## config.mk

```make
export PLATFORM = sky130hd
export DESIGN_NAME = vga_timing
export DESIGN_NICKNAME = d
export VERILOG_FILES = /design/src/rtl/vga_timing_pkg.sv /design/src/rtl/pixel_tick_gen.sv /design/src/rtl/vga_timing.sv
export SDC_FILE = /design/constraint.sdc
export NUM_CORES = 1
export LEC_CHECK = 0
export CORE_UTILIZATION = 60
export CTS_CLUSTER_DIAMETER = 150
export CTS_CLUSTER_SIZE = 16
export DETAILED_ROUTE_END_ITERATION = 16
export DONT_BUFFER_PORTS = 1
export GPL_TIMING_DRIVEN = 0
export HOLD_SLACK_MARGIN = 0.1
export PLACE_DENSITY_LB_ADDON = 0.12
export SYNTH_ARGS = -nofsm -noshare
export SYNTH_HDL_FRONTEND = slang
export SYNTH_SLANG_ARGS = --single-unit
```

## constraint.sdc

```tcl
create_clock -name clk -period 6.3 [get_ports clk]
set_input_delay 1.26 -clock clk [delete_from_list [all_inputs] [get_ports clk]]
set_output_delay 1.26 -clock clk [all_outputs]
set_load 0.01 [all_outputs]
```

## src/rtl/vga_timing_pkg.sv

```systemverilog
// Shared timing constants for the 640x480@60 Hz VGA generator.
// Module parameters default to these values.
package vga_timing_pkg;

  localparam int CNT_W = 10;

  localparam int       DEF_CLK_DIV     = 2;
  localparam logic     DEF_SYNC_ACTIVE = 1'b0;

  localparam int DEF_H_VISIBLE = 640;
  localparam int DEF_H_FP      = 16;
  localparam int DEF_H_SYNC    = 96;
  localparam int DEF_H_BP      = 48;
  localparam int DEF_H_TOTAL   = DEF_H_VISIBLE + DEF_H_FP + DEF_H_SYNC + DEF_H_BP;

  localparam int DEF_V_VISIBLE = 480;
  localparam int DEF_V_FP      = 10;
  localparam int DEF_V_SYNC    = 2;
  localparam int DEF_V_BP      = 33;
  localparam int DEF_V_TOTAL   = DEF_V_VISIBLE + DEF_V_FP + DEF_V_SYNC + DEF_V_BP;

  localparam int DEF_H_SYNC_START = DEF_H_VISIBLE + DEF_H_FP;
  localparam int DEF_H_SYNC_END   = DEF_H_SYNC_START + DEF_H_SYNC - 1;
  localparam int DEF_V_SYNC_START = DEF_V_VISIBLE + DEF_V_FP;
  localparam int DEF_V_SYNC_END   = DEF_V_SYNC_START + DEF_V_SYNC - 1;

  // Inclusive window test on a counter value.
  function automatic logic in_window(input logic [CNT_W-1:0] pos,
                                     input logic [CNT_W-1:0] lo,
                                     input logic [CNT_W-1:0] hi);
    return (pos >= lo) && (pos <= hi);
  endfunction

endpackage

```

## src/rtl/pixel_tick_gen.sv

```systemverilog
// Pixel-rate phase generator: one-clock pix_en pulse every other clock,
// plus a registered square wave for the DAC clock pin.
module pixel_tick_gen
  import vga_timing_pkg::*;
#(
  parameter int CLK_DIV = DEF_CLK_DIV
) (
  input  logic clk,
  input  logic reset,
  output logic pix_en,
  output logic pclk
);

  logic phase;

  generate
    if (CLK_DIV != 2) begin : g_bad_clk_div
      $error("pixel_tick_gen: only CLK_DIV=2 is supported");
    end
  endgenerate

  always_ff @(posedge clk) begin
    if (reset) phase <= 1'b0;
    else       phase <= ~phase;
  end

  assign pix_en = phase;
  assign pclk   = phase;

endmodule

```

## src/rtl/vga_timing.sv

```systemverilog
// VGA timing generator: column/row counters advanced on pix_en, with
// registered sync/blank outputs decoded from the next counter values.
module vga_timing
  import vga_timing_pkg::*;
#(
  parameter int   CLK_DIV     = DEF_CLK_DIV,
  parameter int   H_VISIBLE   = DEF_H_VISIBLE,
  parameter int   H_FP        = DEF_H_FP,
  parameter int   H_SYNC      = DEF_H_SYNC,
  parameter int   H_BP        = DEF_H_BP,
  parameter int   V_VISIBLE   = DEF_V_VISIBLE,
  parameter int   V_FP        = DEF_V_FP,
  parameter int   V_SYNC      = DEF_V_SYNC,
  parameter int   V_BP        = DEF_V_BP,
  parameter logic SYNC_ACTIVE = DEF_SYNC_ACTIVE
) (
  input  logic             clk,
  input  logic             reset,
  output logic [CNT_W-1:0] col,
  output logic [CNT_W-1:0] row,
  output logic             h,
  output logic             v,
  output logic             bn,
  output logic             pix_en,
  output logic             pclk
);

  localparam int H_TOTAL = H_VISIBLE + H_FP + H_SYNC + H_BP;
  localparam int V_TOTAL = V_VISIBLE + V_FP + V_SYNC + V_BP;

  // Last count of each counter must fit in CNT_W bits.
  generate
    if (H_TOTAL > (1 << CNT_W) || V_TOTAL > (1 << CNT_W)) begin : g_bad_totals
      $error("vga_timing: H/V totals exceed the counter range");
    end
  endgenerate

  localparam logic [CNT_W-1:0] H_LAST   = CNT_W'(H_TOTAL - 1);
  localparam logic [CNT_W-1:0] V_LAST   = CNT_W'(V_TOTAL - 1);
  localparam logic [CNT_W-1:0] H_VIS_C  = CNT_W'(H_VISIBLE);
  localparam logic [CNT_W-1:0] V_VIS_C  = CNT_W'(V_VISIBLE);
  localparam logic [CNT_W-1:0] H_SS_C   = CNT_W'(H_VISIBLE + H_FP);
  localparam logic [CNT_W-1:0] H_SE_C   = CNT_W'(H_VISIBLE + H_FP + H_SYNC - 1);
  localparam logic [CNT_W-1:0] V_SS_C   = CNT_W'(V_VISIBLE + V_FP);
  localparam logic [CNT_W-1:0] V_SE_C   = CNT_W'(V_VISIBLE + V_FP + V_SYNC - 1);

  logic [CNT_W-1:0] col_nxt;
  logic [CNT_W-1:0] row_nxt;

  pixel_tick_gen #(
    .CLK_DIV(CLK_DIV)
  ) u_tick (
    .clk   (clk),
    .reset (reset),
    .pix_en(pix_en),
    .pclk  (pclk)
  );

  always_comb begin
    col_nxt = col;
    row_nxt = row;
    if (pix_en) begin
      if (col == H_LAST) begin
        col_nxt = '0;
        row_nxt = (row == V_LAST) ? '0 : row + 1'b1;
      end else begin
        col_nxt = col + 1'b1;
      end
    end
  end

  // Decoding the next values keeps h/v/bn aligned with the registered counters.
  always_ff @(posedge clk) begin
    if (reset) begin
      col <= '0;
      row <= '0;
      h   <= ~SYNC_ACTIVE;
      v   <= ~SYNC_ACTIVE;
      bn  <= 1'b1;
    end else begin
      col <= col_nxt;
      row <= row_nxt;
      h   <= in_window(col_nxt, H_SS_C, H_SE_C) ? SYNC_ACTIVE : ~SYNC_ACTIVE;
      v   <= in_window(row_nxt, V_SS_C, V_SE_C) ? SYNC_ACTIVE : ~SYNC_ACTIVE;
      bn  <= (col_nxt < H_VIS_C) && (row_nxt < V_VIS_C);
    end
  end

endmodule

```

==> results of run 1 <==
==> cell families (layout without fill, tap and decap cells) <==
| family | Yosys count | in the layout | synth area share (%) |
|---|---|---|---|
| AND/OR/NAND/NOR | 88 | 88 | 34.0 |
| adder cells (fa/ha/maj) | 3 | 3 | 2.78 |
| multiplexers | 2 | 2 | 1.94 |
| flip-flops | 24 | 24 | 35.6 |
| buffers and inverters | 17 | 21 | 6.11 |
| AO/OA/AOI/OAI | 27 | 27 | 13.1 |
| XOR/XNOR | 10 | 10 | 6.48 |
==> worst max-delay path: stages (launching register included) <==
cell and delay [ps]:
dfxtp_1 520, or3b_4 450, nor4_1 720, nand2_1 220, o31a_1 350, and4b_1 320
nand3_1 80
==> flip-flops by register name, summed over array words and instances (netlist names) <==
name / count
u_tick.pclk: 1
row: 10
col: 10
v: 1
bn: 1
h: 1
==> final cells by class <==
type | count | area (um^2) | share of cell area (%)
clock buffers | 4 | 36.3 | 2.55
flip-flops and latches | 24 | 480 | 33.8
plain buffers | 11 | 60.1 | 4.23
inverters | 6 | 22.5 | 1.58
well taps | 27 | 33.8 | 2.38
multi-input cells | 130 | 788 | 55.5
==> layer usage <==
layer  routed length, um  up-vias  GRT usage [%]
li1                    -      614              -
met1                1350      584           32.7
met2                1260       30           39.5
met3                 137        5           5.86
met4                  35        0           7.14
met5                   0        -              0
==> through the flow <==
stage                     util [%]  cells  instance area [um^2]
after floorplan                  -    171                  1350
after global placement        67.8    198                  1390
after detailed placement      67.8    198                  1390
after CTS                     69.6    202                  1420
after global routing          69.6    202                  1420
final                         69.6    202                  1420
==> cell usage in the layout (no fill, tap or decap), types with 2 or more instances in the layout <==
cell type and count:
nor3_1 10, nor4_1 2, inv_1 6, xnor2_1 7
a31oi_1 3, nand2_1 20, dfxtp_1 24, nor2_1 20
clkbuf_1 8, nor2b_1 3, a21oi_1 10, or2_2 2
xor2_1 3, o21ai_0 3, nand2b_1 2, buf_6 2
nand4_1 4, nand3_1 12, clkbuf_4 3, nor3b_1 2
ha_1 3, and2_1 2
==> power breakdown <==
group	switching [mW]	total (mW)	internal, mW
clock	0.0465	0.0818	0.0353
sequential	0.00429	0.159	0.154
combinational	0.00528	0.00948	0.00420
==> final timing paths <==
kind / startpoint / cells after the start / endpoint / slack (ps)
worst min-delay path: col[1] / 2 / col[1] / 560
worst max register to register: col[4] / 6 / v / 3550
worst max-delay path: col[4] / 6 / v / 3550
worst min register to register: col[1] / 2 / col[1] / 560
==> reports/qor.yml, run 1 <==
grt:
  antenna_found_initial: 0
  grt_max_degree: 14
  grt_pass1_wl_um: 4750
  overflow: 0
  track_usage_pct: 24.6
  grt_pass1_vias: 1095
cts:
  cts.path.max_buffers: 2
  clock_latency_ps: 310
  cts_tree: "yes"
  cts_inserted_buffers: 3
  ctsResizeCount: 0
  cts.sinks: 24
  htreeDepth: 1
  hold_buffers: 0
  ctsRootBufferMaster: "clkbuf_4"
  path_clk_slew_ps: 130
  cts_setup_buffers: 0
cells_and_area:
  insertedDiodeCount: 0
  fillers: 182
  drive_gt1_share_pct: 9.14
  area_growth_pct: 5.18
  finalNetCount: 181
worst_hold_path:
  min_path_type: "reg -> reg"
routing:
  vias: 1233
  wl_per_cell_um: 13.8
  drt_iter0_markers: 23
  first_pass_iters: 4
  drc: 0
  postRouteAntennaNets: 0
  via_per_inst: 6.10
  drt-total-wl_um: 2780
status:
  status: "finished clean"
logic_synthesis:
  synth-seq-cells: 24
  yosysMostFrequentCell: "dfxtp_1"
  syn_area_um2: 1350
  syn_nets: 176
  yosys.area.top_type_share_pct: 35.6
  async_reset_ff_share_pct: 0
  ys.flop_type: "dfxtp_1"
  yosys_warnings: 0
  synth_area_leaders: "dfxtp_1, nand2_1, nor2_1"
  synthCells: 171
  ys_types: 44
  synth-seq-area-share_pct: 35.6
  yosys.area.top_type: "dfxtp_1"
  synth-edff-count: 0
  synth_common_cells: "dfxtp_1, nand2_1, nor2_1"
  synth.avg_cell_area_um2: 7.90
critical_path:
  crit_arrival_ps: 2960
  critical_path_class: "reg -> reg"
  path_max_fanout: 8
  cp-start-kind: "flop"
  cp-end-kind: "flop"
  worstPathRequired_ps: 6520
sta:
  fmax_mhz: 364
  tightest_slew_ps: 849
  layout_setup_ws_ps: 3550
  min_period_over_period_pct: 43.6
  min_period_ps: 2750
  final-hold-violation-count: 0
  hold_ws_ps: 561
  tns_ps: 0
  grt_setup_unrepaired: "no"
  setup_viol: 0
  slew_headroom_pct: 42.9
  finalMaxSlewViolations: 0
  clock_skew_ps: 1.71
power_and_ir_drop:
  power_density_nw_per_um2: 176
  p_total_mw: 0.250
  ir_drop_mv: 0.149
  power.leakage_nw: 0.488
placed_design:
  port_buffers: 0
  place_congestion: 0.875
  hpwl_um: 2020
  post-place-ws_ps: 3600
floorplanning:
  row_count: 16
  die_h_um: 49.5
  pin_count: 27
  core_um2: 2040
  start_util_pct: 66.2
  die_area_um2: 2450
  die_x_um: 49.5
run:
  cap_violations: 0
Power figures use the tool's default switching activity.
==> run 2: changes to the inputs <==
--- a/config.mk
+++ b/config.mk
@@ -5,7 +5,8 @@
 export SDC_FILE = /design/constraint.sdc
 export NUM_CORES = 1
 export LEC_CHECK = 0
-export CORE_UTILIZATION = 60
+export ABC_AREA = 1
+export CORE_UTILIZATION = 56
 export CTS_CLUSTER_DIAMETER = 150
 export CTS_CLUSTER_SIZE = 16
 export DETAILED_ROUTE_END_ITERATION = 16
==> constraint.sdc (replaced) <==
create_clock -name clk -period 2.3 [get_ports clk]
set_input_delay 0.46 -clock clk [delete_from_list [all_inputs] [get_ports clk]]
set_output_delay 0.46 -clock clk [all_outputs]
set_load 0.01 [all_outputs]
==> run 2 against run 1 <==
Net effect: routed wire length grew 16%; sequential power rose to 2.7 times the previous value; sequential share of layout area decreased by 2.7 points; clock skew is 6.1 ps higher; non-clock buffer count is 5 lower; global-route usage grew 1.1 points; worst setup slack worse by 3300 ps; utilization fell by 7.2 points; critical path depth rose by 4; clock-buffer cell count is the same; combinational power grew to 4.6 times the previous value; critical path type unchanged; synthesized area increased by 9.0%.
==> reports/qor.yml, run 2 <==
placed_design:
  port_buffers: 0  # unchanged
  place_congestion: 0.802  # -8.3%
  hpwl_um: 2460  # +21%
  postPlaceCellArea_um2: 1510  # +9.0%
cts:
  ctsResizeCount: 0  # unchanged
  cts.path.max_buffers: 2  # unchanged
  ctsRootBufferMaster: "clkbuf_4"
  cts_tree: "yes"
  clock_latency_ps: 320  # about the same
  cts_inserted_buffers: 3  # unchanged
  cts_setup_buffers: 0  # unchanged
  cts.sinks: 24  # unchanged
  hold_buffers: 0  # unchanged
  path_clk_slew_ps: 140  # about the same
  htreeDepth: 1  # unchanged
critical_path:
  reg2reg_depth: 10  # +4
  r2r-start: "col[0]"
  critical_path_class: "reg -> reg"
  cp-end-kind: "flop"
  worstPathRequired_ps: 2520  # -4000 ps
  rrSetupSlack_ps: 280  # -3280 ps
  cp-start-kind: "flop"
  path_max_fanout: 6  # -2
  crit_arrival_ps: 2240  # -720 ps
  r2r_end: "v"
logic_synthesis:
  synth_common_cells: "nand2_1, nor2_1, inv_1"
  syn_area_um2: 1470  # +9.0%
  yosys.area.top_type: "dfxtp_1"
  synth-edff-count: 0  # unchanged
  syn_nets: 245  # +39%
  yosys.area.top_type_share_pct: 32.6  # -2.9 points
  ys.flop_type: "dfxtp_1"
  yosysMostFrequentCell: "nand2_1"
  synth-seq-area-share_pct: 32.6  # -2.9 points
  ys_types: 23  # -48%
  async_reset_ff_share_pct: 0  # unchanged
  synth_area_leaders: "dfxtp_1, nand2_1, nor2_1"
  yosys_warnings: 0  # unchanged
  synth-seq-cells: 24  # unchanged
  synth.avg_cell_area_um2: 6.14  # -22%
  synthCells: 240  # +40%
sta:
  setup_viol: 0  # unchanged
  tns_ps: 0  # unchanged
  clock_skew_ps: 7.82  # +6.10 ps
  min_period_ps: 2020  # -724 ps
  fmax_mhz: 494  # +36%
  final-hold-violation-count: 0  # unchanged
  slew_headroom_pct: 65.0  # +22 points
  grt_setup_unrepaired: "no"
  finalMaxSlewViolations: 0  # unchanged
  hold_ws_ps: 193  # -368 ps
  tightest_slew_ps: 524  # -325 ps
  min_period_over_period_pct: 87.9  # +44 points
status:
  status: "finished clean"
worst_hold_path:
  min_path_type: "in -> reg"
  hold_path_end: "row[5]"
  worstHoldStart: "reset"
  min_path_cells: 1  # -1
floorplanning:
  row_count: 18  # +2
  start_util_pct: 59.4  # -6.7 points
  core_um2: 2480  # +21%
  die_x_um: 53.3  # +7.7%
  pin_count: 27  # unchanged
  die_h_um: 53.3  # +7.7%
  die_area_um2: 2840  # +16%
cells_and_area:
  area_growth_pct: 5.01
  final_cell_mix: "nand2_1, nor2_1, inv_1, dfxtp_1, nand3_1"
  final_common_cell: "nand2_1"
  drive_gt1_share_pct: 6.97  # -2.2 points
  insertedDiodeCount: 0  # unchanged
  final_area_um2: 1550  # +8.8%
  largestRegisters: "col (10), row (10)"
  finalNetCount: 250  # +38%
grt:
  grt_pass1_vias: 1161  # +6.0%
  antenna_found_initial: 0  # unchanged
  overflow: 0  # unchanged
  track_usage_pct: 25.7  # +1.1 points
  grt_max_degree: 14  # unchanged
  grt_pass1_wl_um: 5260  # +11%
power_and_ir_drop:
  ir_drop_mv: 0.334  # +120%
  power_density_nw_per_um2: 455  # +160%
  power.leakage_nw: 0.686  # +40%
routing:
  drt-total-wl_um: 3220  # +16%
  via_per_inst: 5.20  # -15%
  vias: 1426  # +16%
  postRouteAntennaNets: 0  # unchanged
  drc: 0  # unchanged
  drt_iter0_markers: 66  # +190%
  first_pass_iters: 4  # unchanged
  wl_per_cell_um: 11.7  # -15%
run:
  cap_violations: 0  # unchanged
## run 2: cell types whose count changed after synthesis, moves of 3 or more
cell      before  now
inv_1          6   34
nand3_1       12   22
nor3_1        10    4
a31oi_1        3    0
nand4_1        4   12
xnor2_1        7    1
clkbuf_1       8    2
nor2_1        20   40
a21oi_1       10    6
nand2_1       20   68
nor2b_1        3    0
nor2_2         0    4
nand2_2        0    4
## run 2: worst max-delay path by stage
| stage | from | slack, ps | end |
|---|---|---|---|
| after floorplan | col[0] | 620 | bn |
| after global placement | col[0] | 330 | v |
| after detailed placement | col[0] | 320 | v |
| after CTS | col[0] | 300 | v |
| after global routing | col[0] | 40 | v |
| final | col[0] | 280 | v |
## run 2: layout make-up
class,instances,area [um^2]
flip-flops and latches,24,480
plain buffers,6,28.8
inverters,34,128
multi-input cells,176,836
fillers,247,931
well taps,30,37.5
clock buffers,4,36.3
## run 2: through the flow
stage	util [%]	setup slack [ps]	instances	power, mW
after floorplan	-	623	240	0.475
after global placement	61.0	328	270	0.486
after detailed placement	61.0	322	270	0.487
after CTS	62.4	298	274	0.714
after global routing	62.4	35.3	274	0.736
final	62.4	278	274	0.704
## run 2: cell families after synthesis
logic type	share of synthesized area, %
DFF	32.6
buffers and inverters	10.6
xor gates and xnor gates	2.38
adders and majority gates	2.55
and+or+nand+nor	47.4
AOI/OAI and AO/OA	4.42
## run 2: per-layer routing
layer,vias to the layer above,GRT usage [%],share of wire [%]
met3,5,4.60,7.6
met2,52,36.5,41
li1,765,-,-
met5,-,0,0
met4,0,9.21,1.6
met1,604,37.6,50
## run 2: critical path, cell delays in order, from the launching register on
cell	delay, ps
dfxtp_1	520
ha_1	320
inv_1	80
nor2_1	100
nand4_1	210
o21ai_0	240
nand2_1	100
nand2_1	100
nand2_1	60
nor2_1	100
nand3_1	70
## run 2: where the power goes
| part | switching, mW | leakage, nW | internal (mW) |
|---|---|---|---|
| clock network | 0.129 | 0.0210 | 0.0968 |
| registers | 0.0121 | 0.194 | 0.422 |
| logic | 0.0314 | 0.470 | 0.0123 |
==> run 3: changes to the inputs <==
--- a/config.mk
+++ b/config.mk
@@ -16,4 +16,5 @@
 export PLACE_DENSITY_LB_ADDON = 0.12
 export SYNTH_ARGS = -nofsm -noshare
 export SYNTH_HDL_FRONTEND = slang
+export SYNTH_HIERARCHICAL = 1
 export SYNTH_SLANG_ARGS = --single-unit
==> run 3 against run 2 <==
Net effect: sequential share of layout area rose by 0.57 points; clock-buffer cell count fell by 1; sequential power barely moved; design area fell by 1.5%; worst setup slack got worse by 5.9 ps; clock power rose by 35%; clock skew fell by 1.8 ps; synthesized cell count fell by 5.4%; power rose by 10%; first-iteration DRC count fell by 70%; critical path depth rose by 1; via count fell by 2.6%; highest routed layer unchanged.
==> reports/qor.yml, run 3 <==
status:
  status: "finished clean"
floorplanning:
  core_um2: 2320  # -6.4%
  die_x_um: 52.6  # -1.3%
  die_area_um2: 2770  # -2.5%
  row_count: 17  # -1
  die_h_um: 52.6  # -1.3%
  start_util_pct: 61.8  # +2.4 points
  pin_count: 27  # unchanged
placed_design:
  place_congestion: 0.892  # +11%
  hpwl_um: 2470  # +0.65%
  port_buffers: 0  # unchanged
sta:
  grt_setup_unrepaired: "no"
  slew_headroom_pct: 64.1  # -0.98 points
  finalMaxSlewViolations: 0  # unchanged
  min_period_ps: 2030  # +5.85 ps
  tightest_slew_ps: 539  # +14.8 ps
  min_period_over_period_pct: 88.2  # +0.25 points
  setup_viol: 0  # unchanged
  fmax_mhz: 493  # -0.29%
  clock_skew_ps: 6.03  # -1.79 ps
  tns_ps: 0  # unchanged
  final-hold-violation-count: 0  # unchanged
grt:
  grt_pass1_wl_um: 5080  # -3.5%
  antenna_found_initial: 0  # unchanged
  overflow: 0  # unchanged
  track_usage_pct: 25.6  # -0.051 points
  grt_max_degree: 15  # +1
  grt_pass1_vias: 1207  # +4.0%
logic_synthesis:
  yosys.area.top_type_share_pct: 33.5  # +0.88 points
  synthCells: 227  # -5.4%
  async_reset_ff_share_pct: 0  # unchanged
  ys.flop_type: "dfxtp_1"
  yosys.area.top_type: "dfxtp_1"
  synth-seq-cells: 24  # unchanged
  synth_xor_area_share_pct: 2.44  # +0.064 points
  synth-simple-area-share_pct: 47.1  # -0.29 points
  synth-edff-count: 0  # unchanged
  synth_top_family_by_area: "simple AND/OR/NAND/NOR gates"
  synth_fa_ha_area_share_pct: 2.62  # +0.069 points
  syn_area_um2: 1430  # -2.6%
  synth_area_leaders: "dfxtp_1, nand2_1, inv_1"
  synth_common_cells: "nand2_1, inv_1, nor2_1"
  ys_types: 25  # +8.7%
  syn_nets: 232  # -5.3%
  synth-seq-area-share_pct: 33.5  # +0.88 points
  synth.mux.area_fraction_pct: 0  # unchanged
  synth_compound_area_share_pct: 4.10  # -0.32 points
  yosys_warnings: 6  # +6
  yosysMostFrequentCell: "nand2_1"
  synth.avg_cell_area_um2: 6.32  # +2.9%
cts:
  path_clk_slew_ps: 130  # about the same
  htreeDepth: 1  # unchanged
  cts_inserted_buffers: 3  # unchanged
  cts_setup_buffers: 0  # unchanged
  ctsRootBufferMaster: "clkbuf_4"
  cts.sinks: 24  # unchanged
  cts.path.max_buffers: 2  # unchanged
  cts_tree: "yes"
  clock_latency_ps: 320  # about the same
routing:
  vias: 1389  # -2.6%
  first_pass_iters: 4  # unchanged
  drt_iter0_markers: 20  # -70%
  wl_per_cell_um: 12.4  # +5.5%
  drt-total-wl_um: 3210  # -0.28%
  drc: 0  # unchanged
  postRouteAntennaNets: 0  # unchanged
  via_per_inst: 5.36  # +3.0%
cells_and_area:
  final_common_cell: "nand2_1"
  post-route-util_pct: 65.7  # +3.3 points
  insertedDiodeCount: 0  # unchanged
  area_growth_pct: 6.20
  finalNetCount: 237  # -5.2%
  drive_gt1_share_pct: 7.79  # +0.82 points
  largestRegisters: "col (10), row (10)"
  final_cell_mix: "nand2_1, inv_1, nor2_1, dfxtp_1, nand3_1"
critical_path:
  worstPathRequired_ps: 2530  # about the same
  cp-start-kind: "flop"
  crit_arrival_ps: 2260  # +20 ps
  cp-end-kind: "flop"
  path_max_fanout: 10  # +4
  critical_path_class: "reg -> reg"
power_and_ir_drop:
  power_density_nw_per_um2: 509  # +12%
  ir_drop_mv: 0.387  # +16%
  power.leakage_nw: 0.687  # +0.17%
worst_hold_path:
  min_path_type: "in -> reg"
run:
  cap_violations: 0  # unchanged
-- run 3: changes by cell type after synthesis, moves of 2 or more --
cell,delta
inv_2,+3
nand2_2,-4
nand3_4,+2
nor3_1,+4
nor2_4,+2
nand4_1,-5
buf_2,-2
nor2_1,-10
inv_1,-4
-- run 3: stage by stage --
step | std cells | setup slack, ps | hold WS [ps] | total power, mW | cell area, um^2
after floorplan | 227 | 516 | 454 | 0.469 | 1430
after global placement | 255 | 204 | 468 | 0.478 | 1470
after detailed placement | 255 | 208 | 505 | 0.480 | 1470
after CTS | 259 | 187 | 190 | 0.781 | 1520
after global routing | 259 | 86.2 | 183 | 0.802 | 1520
final | 259 | 272 | 199 | 0.775 | 1520
-- run 3: cell type report --
class                   instances  area (um^2)
multi-input cells             165          807
clock inverters                 1         30.0
inverters                      34          128
plain buffers                   4         18.8
well taps                      28         35.0
clock buffers                   3         22.5
flip-flops and latches         24          482
fillers                       218          796
-- run 3: path summary, 6_finish.rpt --
| kind | from | end | slack (ps) | cells after the start |
|---|---|---|---|---|
| setup / recovery | col[1] | v | 270 | 11 |
| hold / removal | reset | u_tick/pclk | 200 | 1 |
| setup reg to reg | col[1] | v | 270 | 11 |
| hold reg to reg | u_tick/pclk | u_tick/pclk | 530 | 1 |
-- run 3: report_power, final --
part	switching, mW	total (mW)	internal [mW]
clock network	0.128	0.304	0.176
registers	0.0108	0.433	0.422
logic	0.0273	0.0384	0.0111
total	0.166	0.775	0.609
-- run 3: logic make-up (layout without fill, tap and decap cells) --
| logic type | Yosys count | in the layout |
|---|---|---|
| XOR/XNOR | 4 | 4 |
| AND/OR/NAND/NOR | 147 | 147 |
| AO/OA/AOI/OAI | 11 | 11 |
| flip-flops | 24 | 24 |
| buffers and inverters | 38 | 42 |
| adder cells (fa/ha/maj) | 3 | 3 |
-- run 3: worst max-delay path, stage by stage, from the launching register on --
cell,delay [ps]
dfxtp_1,470
ha_1,280
nand2_1,90
nor2_2,170
nand3_4,150
or2_1,310
nand2_1,90
nor2_1,40
nor2_1,140
nand2_1,70
nor2_1,80
nand2_1,50
-- run 3: metal layers --
| layer | wire length, um | track usage (%) | share of wire (%) |
|---|---|---|---|
| met1 | 1360 | 28.1 | 42 |
| met2 | 1700 | 48.3 | 53 |
| met3 | 110 | 4.06 | 3.4 |
| met4 | 39 | 9.65 | 1.2 |
| met5 | 0 | 0 | 0 |
-- run 3: what timing repair did --
item                                    in CTS  in global routing
hold buffers                                 0                  0
endpoints found under the setup margin       0                  1
gates resized for setup                      0                  1
